==> src/rtl/reset_seq_pkg.sv <==
// Shared types and constants for the staged reset sequencer.
// Holds the FSM state encoding, the counter-width helper and default parameters.
package reset_seq_pkg;

    typedef enum logic [1:0] {
        ST_ASSERT    = 2'd0,
        ST_WAIT_LOCK = 2'd1,
        ST_STAGGER   = 2'd2,
        ST_RUN       = 2'd3
    } seq_state_e;

    localparam int DEF_NUM_OUT      = 4;
    localparam int DEF_MIN_ASSERT   = 4;
    localparam int DEF_LOCK_CYCLES  = 16;
    localparam int DEF_STAGE_CYCLES = 8;

    // Bits needed to hold values 0..max_val, never less than one bit.
    function automatic int cnt_w(input int max_val);
        return (max_val < 1) ? 1 : $clog2(max_val + 1);
    endfunction

endpackage

==> src/rtl/sync_2ff.sv <==
// Two-flop synchronizer for asynchronous level inputs (PLL lock, keys, switches).
// Both stages clear to 0 on the asynchronous active-low reset.
module sync_2ff #(
    parameter int WIDTH = 1
) (
    input  logic             clock,
    input  logic             reset_n,
    input  logic [WIDTH-1:0] d,
    output logic [WIDTH-1:0] q
);

    logic [WIDTH-1:0] meta_r;
    logic [WIDTH-1:0] sync_r;

    // Two back-to-back capture stages.
    always_ff @(posedge clock or negedge reset_n) begin
        if (!reset_n) begin
            meta_r <= {WIDTH{1'b0}};
            sync_r <= {WIDTH{1'b0}};
        end else begin
            meta_r <= d;
            sync_r <= meta_r;
        end
    end

    assign q = sync_r;

endmodule

==> src/rtl/reset_sequencer.sv <==
// Staged reset controller: holds all domain resets low, waits for a stable PLL
// lock, then releases one active-low reset at a time, re-sequencing on any abort.
module reset_sequencer
    import reset_seq_pkg::*;
#(
    parameter int NUM_OUT      = DEF_NUM_OUT,
    parameter int MIN_ASSERT   = DEF_MIN_ASSERT,
    parameter int LOCK_CYCLES  = DEF_LOCK_CYCLES,
    parameter int STAGE_CYCLES = DEF_STAGE_CYCLES
) (
    input  logic                       clock,
    input  logic                       reset_n,
    input  logic                       lock,
    input  logic                       soft_reset,
    output logic [NUM_OUT-1:0]         rst_out_n,
    output logic                       seq_done,
    output logic [cnt_w(NUM_OUT)-1:0]  stage
);

    localparam int SW = cnt_w(NUM_OUT);
    localparam int AW = cnt_w(MIN_ASSERT - 1);
    localparam int LW = cnt_w(LOCK_CYCLES - 1);
    localparam int TW = cnt_w(STAGE_CYCLES - 1);

    logic              lock_s;
    logic              abort_s;
    seq_state_e        state_r;
    logic [AW-1:0]     assert_cnt_r;
    logic [LW-1:0]     lock_cnt_r;
    logic [TW-1:0]     stage_cnt_r;
    logic [NUM_OUT-1:0] rst_out_n_r;
    logic              seq_done_r;
    logic [SW-1:0]     stage_r;

    sync_2ff #(.WIDTH(1)) u_lock_sync (
        .clock   (clock),
        .reset_n (reset_n),
        .d       (lock),
        .q       (lock_s)
    );

    // Conditions that tear down a sequence in progress.
    always_comb begin
        abort_s = 1'b0;
        if (soft_reset || !lock_s) begin
            abort_s = 1'b1;
        end else begin
            abort_s = 1'b0;
        end
    end

    // Sequencer FSM; every output is a flop so the reset tree sees no glitches.
    always_ff @(posedge clock or negedge reset_n) begin
        if (!reset_n) begin
            state_r      <= ST_ASSERT;
            assert_cnt_r <= AW'(0);
            lock_cnt_r   <= LW'(0);
            stage_cnt_r  <= TW'(0);
            rst_out_n_r  <= {NUM_OUT{1'b0}};
            seq_done_r   <= 1'b0;
            stage_r      <= SW'(0);
        end else begin
            case (state_r)
                ST_ASSERT: begin
                    if (soft_reset) begin
                        assert_cnt_r <= AW'(0);
                    end else if (assert_cnt_r == AW'(MIN_ASSERT - 1)) begin
                        assert_cnt_r <= AW'(0);
                        state_r      <= ST_WAIT_LOCK;
                    end else begin
                        assert_cnt_r <= assert_cnt_r + AW'(1);
                    end
                end
                // Outputs are already low here, so a lock dropout only restarts the stability count.
                ST_WAIT_LOCK: begin
                    if (soft_reset) begin
                        lock_cnt_r <= LW'(0);
                        state_r    <= ST_ASSERT;
                    end else if (!lock_s) begin
                        lock_cnt_r <= LW'(0);
                    end else if (lock_cnt_r == LW'(LOCK_CYCLES - 1)) begin
                        lock_cnt_r  <= LW'(0);
                        rst_out_n_r <= NUM_OUT'(1);
                        stage_r     <= SW'(1);
                        if (NUM_OUT == 1) begin
                            seq_done_r <= 1'b1;
                            state_r    <= ST_RUN;
                        end else begin
                            state_r    <= ST_STAGGER;
                        end
                    end else begin
                        lock_cnt_r <= lock_cnt_r + LW'(1);
                    end
                end
                ST_STAGGER: begin
                    if (abort_s) begin
                        stage_cnt_r <= TW'(0);
                        rst_out_n_r <= {NUM_OUT{1'b0}};
                        seq_done_r  <= 1'b0;
                        stage_r     <= SW'(0);
                        state_r     <= ST_ASSERT;
                    end else if (stage_cnt_r == TW'(STAGE_CYCLES - 1)) begin
                        stage_cnt_r <= TW'(0);
                        rst_out_n_r <= NUM_OUT'({rst_out_n_r, 1'b1});
                        stage_r     <= stage_r + SW'(1);
                        if (stage_r == SW'(NUM_OUT - 1)) begin
                            seq_done_r <= 1'b1;
                            state_r    <= ST_RUN;
                        end else begin
                            state_r    <= ST_STAGGER;
                        end
                    end else begin
                        stage_cnt_r <= stage_cnt_r + TW'(1);
                    end
                end
                ST_RUN: begin
                    if (abort_s) begin
                        rst_out_n_r <= {NUM_OUT{1'b0}};
                        seq_done_r  <= 1'b0;
                        stage_r     <= SW'(0);
                        state_r     <= ST_ASSERT;
                    end else begin
                        state_r     <= ST_RUN;
                    end
                end
                default: begin
                    state_r      <= ST_ASSERT;
                    assert_cnt_r <= AW'(0);
                    lock_cnt_r   <= LW'(0);
                    stage_cnt_r  <= TW'(0);
                    rst_out_n_r  <= {NUM_OUT{1'b0}};
                    seq_done_r   <= 1'b0;
                    stage_r      <= SW'(0);
                end
            endcase
        end
    end

    assign rst_out_n = rst_out_n_r;
    assign seq_done  = seq_done_r;
    assign stage     = stage_r;

endmodule

==> config.mk <==
export PLATFORM = sky130hd
export DESIGN_NAME = reset_sequencer
export DESIGN_NICKNAME = d
export VERILOG_FILES = /design/src/rtl/reset_seq_pkg.sv /design/src/rtl/sync_2ff.sv /design/src/rtl/reset_sequencer.sv
export SDC_FILE = /design/constraint.sdc
export NUM_CORES = 1
export LEC_CHECK = 0
export CAP_MARGIN = 20
export CORE_MARGIN = 5
export CORE_UTILIZATION = 55
export DETAILED_ROUTE_END_ITERATION = 12
export PLACE_DENSITY_LB_ADDON = 0.12
export REMOVE_ABC_BUFFERS = 1
export SYNTH_ARGS = -nofsm -noshare
export SYNTH_HDL_FRONTEND = slang
export SYNTH_SLANG_ARGS = --single-unit
==> constraint.sdc <==
create_clock -name clock -period 2.6 [get_ports clock]
set_input_delay 0.78 -clock clock [delete_from_list [all_inputs] [get_ports clock]]
set_output_delay 0.78 -clock clock [all_outputs]
set_load 0.1 [all_outputs]
==> results of run 1 <==
-- kinds of logic (layout without fill, tap and decap cells) --
logic type	Yosys count	count (layout)	synth area share [%]
AND/OR/NAND/NOR	19	19	11.7
adder cells (fa/ha/maj)	6	6	7.09
flip-flops	21	21	49.6
buffers and inverters	12	23	6.62
AO/OA/AOI/OAI	34	34	24.9
-- registers in the layout, summed over array words and instances, names as in the netlist --
register,count
assert_cnt_r,2
seq_done,1
stage_cnt_r,3
lock_cnt_r,4
u_lock_sync.q,1
stage,3
state_r,2
rst_out_n,4
u_lock_sync.meta_r,1
-- power groups by stage --
stage | logic [mW] | clock network (mW) | registers [mW]
after floorplan | 0.0695 | 0 | 0.389
final | 0.0975 | 0.148 | 0.391
after global routing | 0.112 | 0.171 | 0.397
after detailed placement | 0.100 | 0 | 0.397
after global placement | 0.0918 | 0 | 0.395
after CTS | 0.0999 | 0.156 | 0.391
-- final timing paths --
| kind | from | end | cells after the start |
|---|---|---|---|
| setup / recovery | soft_reset | stage[1]$_DFFE_PN0P_ | 5 |
| hold / removal | u_lock_sync.meta_r$_DFF_PN0_ | u_lock_sync.q$_DFF_PN0_ | 0 |
| setup reg to reg | stage_cnt_r[0]$_DFFE_PN0P_ | stage[1]$_DFFE_PN0P_ | 6 |
| hold reg to reg | u_lock_sync.meta_r$_DFF_PN0_ | u_lock_sync.q$_DFF_PN0_ | 0 |
| max in group asynchronous | reset_n | lock_cnt_r[2]$_DFFE_PN0N_ | 2 |
| min in group asynchronous | reset_n | assert_cnt_r[0]$_DFFE_PN0N_ | 2 |
-- routing by layer --
layer / part of all wire [%] / track usage (%)
met5: 0 / 0
met4: 0.68 / 2.55
met3: 5.8 / 6.09
met2: 47 / 25.2
met1: 47 / 17.9
-- through the flow --
stage                     power, mW  hold slack, ps  worst slack [ps]  util [%]
after floorplan               0.459             331               801         -
after global placement        0.487             333               274      64.4
after detailed placement      0.497             337               263      64.4
after CTS                     0.647             362               573      65.8
after global routing          0.680             381               492      65.8
final                         0.637             358               561      65.8
-- placed cells by master, fill, tap and decap left out, types with 2 or more instances in the layout --
cell type	n
buf_4	10
ha_1	6
clkdlybuf4s50_1	3
nand2b_1	2
a21o_1	2
nor2_1	6
inv_1	6
o21ai_0	9
a21oi_1	5
clkbuf_4	3
a22o_2	8
dfrtp_1	21
a21oi_2	2
nand2_1	3
-- cell type report --
type	count	area share [%]
Clock buffer	4	2.24
Inverter	6	1.92
Multi-Input combinational cell	59	39.4
Sequential cell	21	44.8
Tap cell	25	2.67
Timing Repair Buffer	13	8.96
==> run_results.csv, run 1 <==
group,metric,value,unit
status,status,"finished, final reports clean",
cts,ctsResizeCount,0,
global_routing,grt_first_pass_wirelength,3110,um
setup_path,crit_family,"buffers and inverters",
global_routing,grt_usage,14.9,%
power_and_ir_drop,power.density,543,nW/um^2
setup_path,criticalPathCategory,"in2reg",
timing,rsz0062_at_grt,"false",
power_and_ir_drop,internal-power,461,uW
global_routing,grt_overflow,0,
place,place_area,1150,sq um
timing,clock_skew,2.91,ps
finish,antenna_cells,0,
cts,cts_root_buf,"clkbuf_4",
cts,clk_path_buf_depth,2,
setup_path,cp-start-kind,"input port",
finish,ff_latch_area,526,sq um
power_and_ir_drop,power.share.clock,23.3,%
drt,ant_nets,0,
floorplan,design.core.area,1780,sq um
timing,fin_crit_sh,78.4,%
finish,post_layout_nonfiller_instances,128,
setup_path,r2r_slack,890,ps
place,gp_congestion,0.781,
global_routing,grt_antenna_before_repair,0,
cts,cts_made_buffers,3,
power_and_ir_drop,switching_share,27.6,%
finish,nFillCells,143,
cts,path_clk_slew,100,ps
global_routing,grt_max_degree,22,
cts,cts_setup_buffers,0,
setup_path,crit_fanout,6,
timing,fin_crit,2040,ps
setup_path,cp_num_buf_inv,1,
drt,via_per_inst,5.66,
yosys,syn_area_per_cell,11.5,sq um
floorplan,chipWidth,53.9,um
cts,cts_sinks,21,
place,dp_cells,124,
power_and_ir_drop,netSwitchingPower,176,uW
setup_path,crit_path_end_kind,"register",
yosys,synth_most_common_cell,"dfrtp_1",
drt,wire_per_inst,13.8,um
timing,slew-limit-headroom,71.5,%
yosys,synth_common_cells,"21 x dfrtp_1, 9 x o21ai_0, 8 x a22o_2",
yosys,synth.distinct_cells,30,
setup_path,cp.arrival,2230,ps
power_and_ir_drop,p_seq_share,61.4,%
drt,drc,0,
cts,hold_buffers,0,
drt,vias,724,
yosys,synthTopCellsByArea,"dfrtp_1 50%, a22o_2 7.6%, ha_1 7.1%",
flow_run,maxCapViolCount,0,
finish,final_nets,114,
cts,insertion_delay,300,ps
setup_path,critPathMaxStageDelay,600,ps
setup_path,critPathRequiredTime,2790,ps
drt,drt_iter0_markers,5,
floorplan,io_pins,12,
power_and_ir_drop,peakVddDrop,0.409,mV
drt,dr.pass1.iters,4,
place,dp_hpwl,1310,um
timing,tightestPinTransition,427,ps
yosys,ys_seq_elements,21,
drt,routed_wl,1770,um
timing,setup-tns-final,0,ps
finish,fin_area,1170,sq um
setup_path,crit_slowest_cell,"clkdlybuf4s50_1",
floorplan,row_count,15,
finish,multiInputGateArea,463,sq um
cts,htree_num_levels,1,
floorplan,fp.dieH,53.9,um
yosys,synth_top_area_share,49.6,%
setup_path,path_cells,"clkdlybuf4s50_1 > nand2b_1 > o21a_4 > a21oi_4 > a22o_2",
timing,finalMaxSlewViolations,0,
global_routing,grt_pass1_vias,715,
yosys,synth_top_cell_by_area,"dfrtp_1",
yosys,async_reset_ff_share,100,%
power_and_ir_drop,power.share.combinational,15.3,%
floorplan,start_util,59.4,%
min_path,hold_path_class,"reg2reg",
place,portBuffers,11,
yosys,syn-instance-count,92,
cts,cts_tree,"done",
power_and_ir_drop,p_leak,0.574,nW
timing,hold_viol,0,
finish,area_growth_syn_to_layout,10.9,%
timing,setup_viol,0,
yosys,synth-edff-count,0,
yosys,yosysSeqAreaShare,49.6,%
timing,timing.fmax,490,MHz
yosys,syn_area,1060,sq um
finish,final_layout_size_suffix_gt1_share,27.2,%
floorplan,die-area,2900,sq um
yosys,synth_ff_type,"dfrtp_1",
yosys,ys_warn_count,0,
Note: power is estimated with default switching activity, not from simulation.
==> run 2, diff against run 1 <==
--- a/config.mk
+++ b/config.mk
@@ -7,7 +7,7 @@
 export LEC_CHECK = 0
 export CAP_MARGIN = 20
 export CORE_MARGIN = 5
-export CORE_UTILIZATION = 55
+export CORE_UTILIZATION = 48
 export DETAILED_ROUTE_END_ITERATION = 12
 export PLACE_DENSITY_LB_ADDON = 0.12
 export REMOVE_ABC_BUFFERS = 1
==> constraint.sdc (replaced) <==
create_clock -name clock -period 1.75 [get_ports clock]
set_input_delay 0.525 -clock clock [delete_from_list [all_inputs] [get_ports clock]]
set_output_delay 0.525 -clock clock [all_outputs]
set_load 0.1 [all_outputs]
==> run 2 against run 1 <==
Routed wire length up 3.9%. Die area up 12%. Critical path depth up 1. Clock skew about the same. Final area up 13%. Combinational power up 60%. First-iteration DRC count up 40%. Clock power up 56%. Global-route usage down 2.3 points. Power up 52%. Sequential share of layout area down 5.3 points. Largest cell class unchanged.
==> run_results.csv, run 2 (synthesis gave the netlist of run 1 again) <==
group,metric,value,unit
place,dp_cells,134,
power_and_ir_drop,power.density,727,nW/um^2
setup_path,crit_fanout,5,
drt,ant_nets,0,
setup_path,cp-start-kind,"register",
place,place_ws,-266,ps
drt,drc,0,
global_routing,grt_overflow,0,
floorplan,io_pins,12,
setup_path,crit_path_frequent_cell,"ha_1",
finish,area_growth_syn_to_layout,25.8,%
drt,dr.pass1.iters,4,
cts,htree_num_levels,1,
floorplan,die-area,3240,sq um
setup_path,critPathRequiredTime,2000,ps
timing,setup_viol,0,
floorplan,chipWidth,57.0,um
min_path,whs_path_depth,0,
power_and_ir_drop,peakVddDrop,0.576,mV
drt,via_per_inst,5.42,
floorplan,start_util,49.3,%
global_routing,grt_max_degree,22,
timing,finalMaxSlewViolations,0,
finish,antenna_cells,0,
finish,mostFrequentLayoutCell,"dfrtp_1",
power_and_ir_drop,p_total,968,uW
timing,timing.fmax,609,MHz
cts,path_clk_slew,110,ps
finish,final_layout_size_suffix_gt1_share,32.7,%
setup_path,critPathMaxStageDelay,410,ps
status,status,"finished, final reports clean",
floorplan,row_count,17,
finish,final_cell_mix,"21 x dfrtp_1, 9 x o21ai_0, 9 x buf_4",
drt,routed_wl,1830,um
timing,fin_crit_sh,93.8,%
floorplan,design.core.area,2150,sq um
cts,cts_root_buf,"clkbuf_4",
setup_path,r2r_slack,110,ps
global_routing,grt_usage,12.6,%
setup_path,criticalPathCategory,"reg2reg",
cts,cts_sinks,21,
min_path,hold_path_end,"u_lock_sync.q$_DFF_PN0_",
timing,hold_viol,0,
place,gp_congestion,0.726,
drt,vias,748,
setup_path,reg2reg_depth,6,
finish,final_nets,121,
cts,cts_setup_buffers,0,
global_routing,grt_pass1_vias,752,
flow_run,maxCapViolCount,0,
timing,tightestPinTransition,381,ps
cts,clk_path_buf_depth,2,
timing,clock_skew,2.45,ps
finish,fin_area,1330,sq um
timing,rsz0062_at_grt,"false",
timing,hold_ws,359,ps
cts,cts_tree,"done",
drt,wire_per_inst,13.3,um
global_routing,grt_antenna_before_repair,0,
cts,insertion_delay,300,ps
setup_path,crit_slowest_cell,"dfrtp_1",
setup_path,worstReg2RegStart,"stage_cnt_r[0]$_DFFE_PN0P_",
cts,cts_made_buffers,3,
floorplan,fp.dieH,57.0,um
setup_path,cp.arrival,1890,ps
setup_path,r2r_end,"stage[1]$_DFFE_PN0P_",
global_routing,grt_first_pass_wirelength,3330,um
drt,drt_iter0_markers,7,
finish,post_layout_nonfiller_instances,138,
min_path,hp-start,"u_lock_sync.meta_r$_DFF_PN0_",
place,portBuffers,11,
place,place_area,1300,sq um
min_path,hold_path_class,"reg2reg",
timing,slew-limit-headroom,74.6,%
place,dp_hpwl,1390,um
timing,fin_crit,1640,ps
setup_path,crit_start,"stage_cnt_r[0]$_DFFE_PN0P_",
power_and_ir_drop,p_leak,0.639,nW
setup_path,crit_path_end_kind,"register",
setup_path,path_cells,"ha_1 > ha_1 > and2b_2 > o21a_4 > a21oi_4 > a22o_2",
timing,worst_slack,108,ps
==> run 2: cell types whose count changed in the layout (fill, tap and decap cells not counted) <==
cell / before / now
buf_12: 0 / 8
and2_1: 1 / 0
buf_4: 10 / 9
and2_2: 0 / 1
==> run 2: worst max path at each step <==
stage | depth (start not counted) | end | slack (ps)
floorplan | 6 | state_r[0]$_DFFE_PN0P_ | -50
global placement | 6 | seq_done$_DFFE_PN0P_ | -200
detailed placement | 6 | seq_done$_DFFE_PN0P_ | -270
CTS | 6 | seq_done$_DFFE_PN0P_ | 50
global route | 6 | stage[2]$_DFFE_PN0P_ | 10
finish | 6 | stage[1]$_DFFE_PN0P_ | 110
==> run 2: repair_timing <==
action / 4_1_cts / 5_1_grt
endpoints found under the setup margin: 0 / 2
gates resized for setup: 0 / 1
hold buffers: 0 / 0
==> run 2: area by class of cell <==
cell class	count	area (sq um)
fillers	176	817
flip-flops and latches	21	526
multi-input cells	59	464
repair buffers	20	258
well taps	28	35.0
clock buffers	4	26.3
inverters	6	22.5
==> run 2: power breakdown <==
group,switching (mW),internal [mW],leakage (nW)
combinational,0.0767,0.0789,0.349
clock,0.143,0.0887,0.0150
sequential,0.0526,0.529,0.275
total,0.272,0.696,0.639
==> run 2: metrics by stage <==
stage	utilization [%]	TNS [ps]
3_5_place_dp	60.7	-2240
2_1_floorplan	-	-49.2
3_3_place_gp	60.7	-1890
4_1_cts	61.9	0
6_report	62.0	0
5_1_grt	62.0	0
==> run 2: worst max-delay path, delay by kind of cell (launching register included) <==
family,cells,cell delay (ps)
AO/OA/AOI/OAI,3,530
AND/OR/NAND/NOR,1,220
flip-flops,1,410
adder cells (fa/ha/maj),2,430
==> run 2: per-layer routing <==
layer	wire, um	part of all wire [%]	vias to the layer above	global-route usage, %
met1	830	45	366	15.7
li1	-	-	373	-
met4	14	0.76	0	2.98
met3	47	2.6	2	2.26
met5	0	0	-	0
met2	941	51	7	22.5
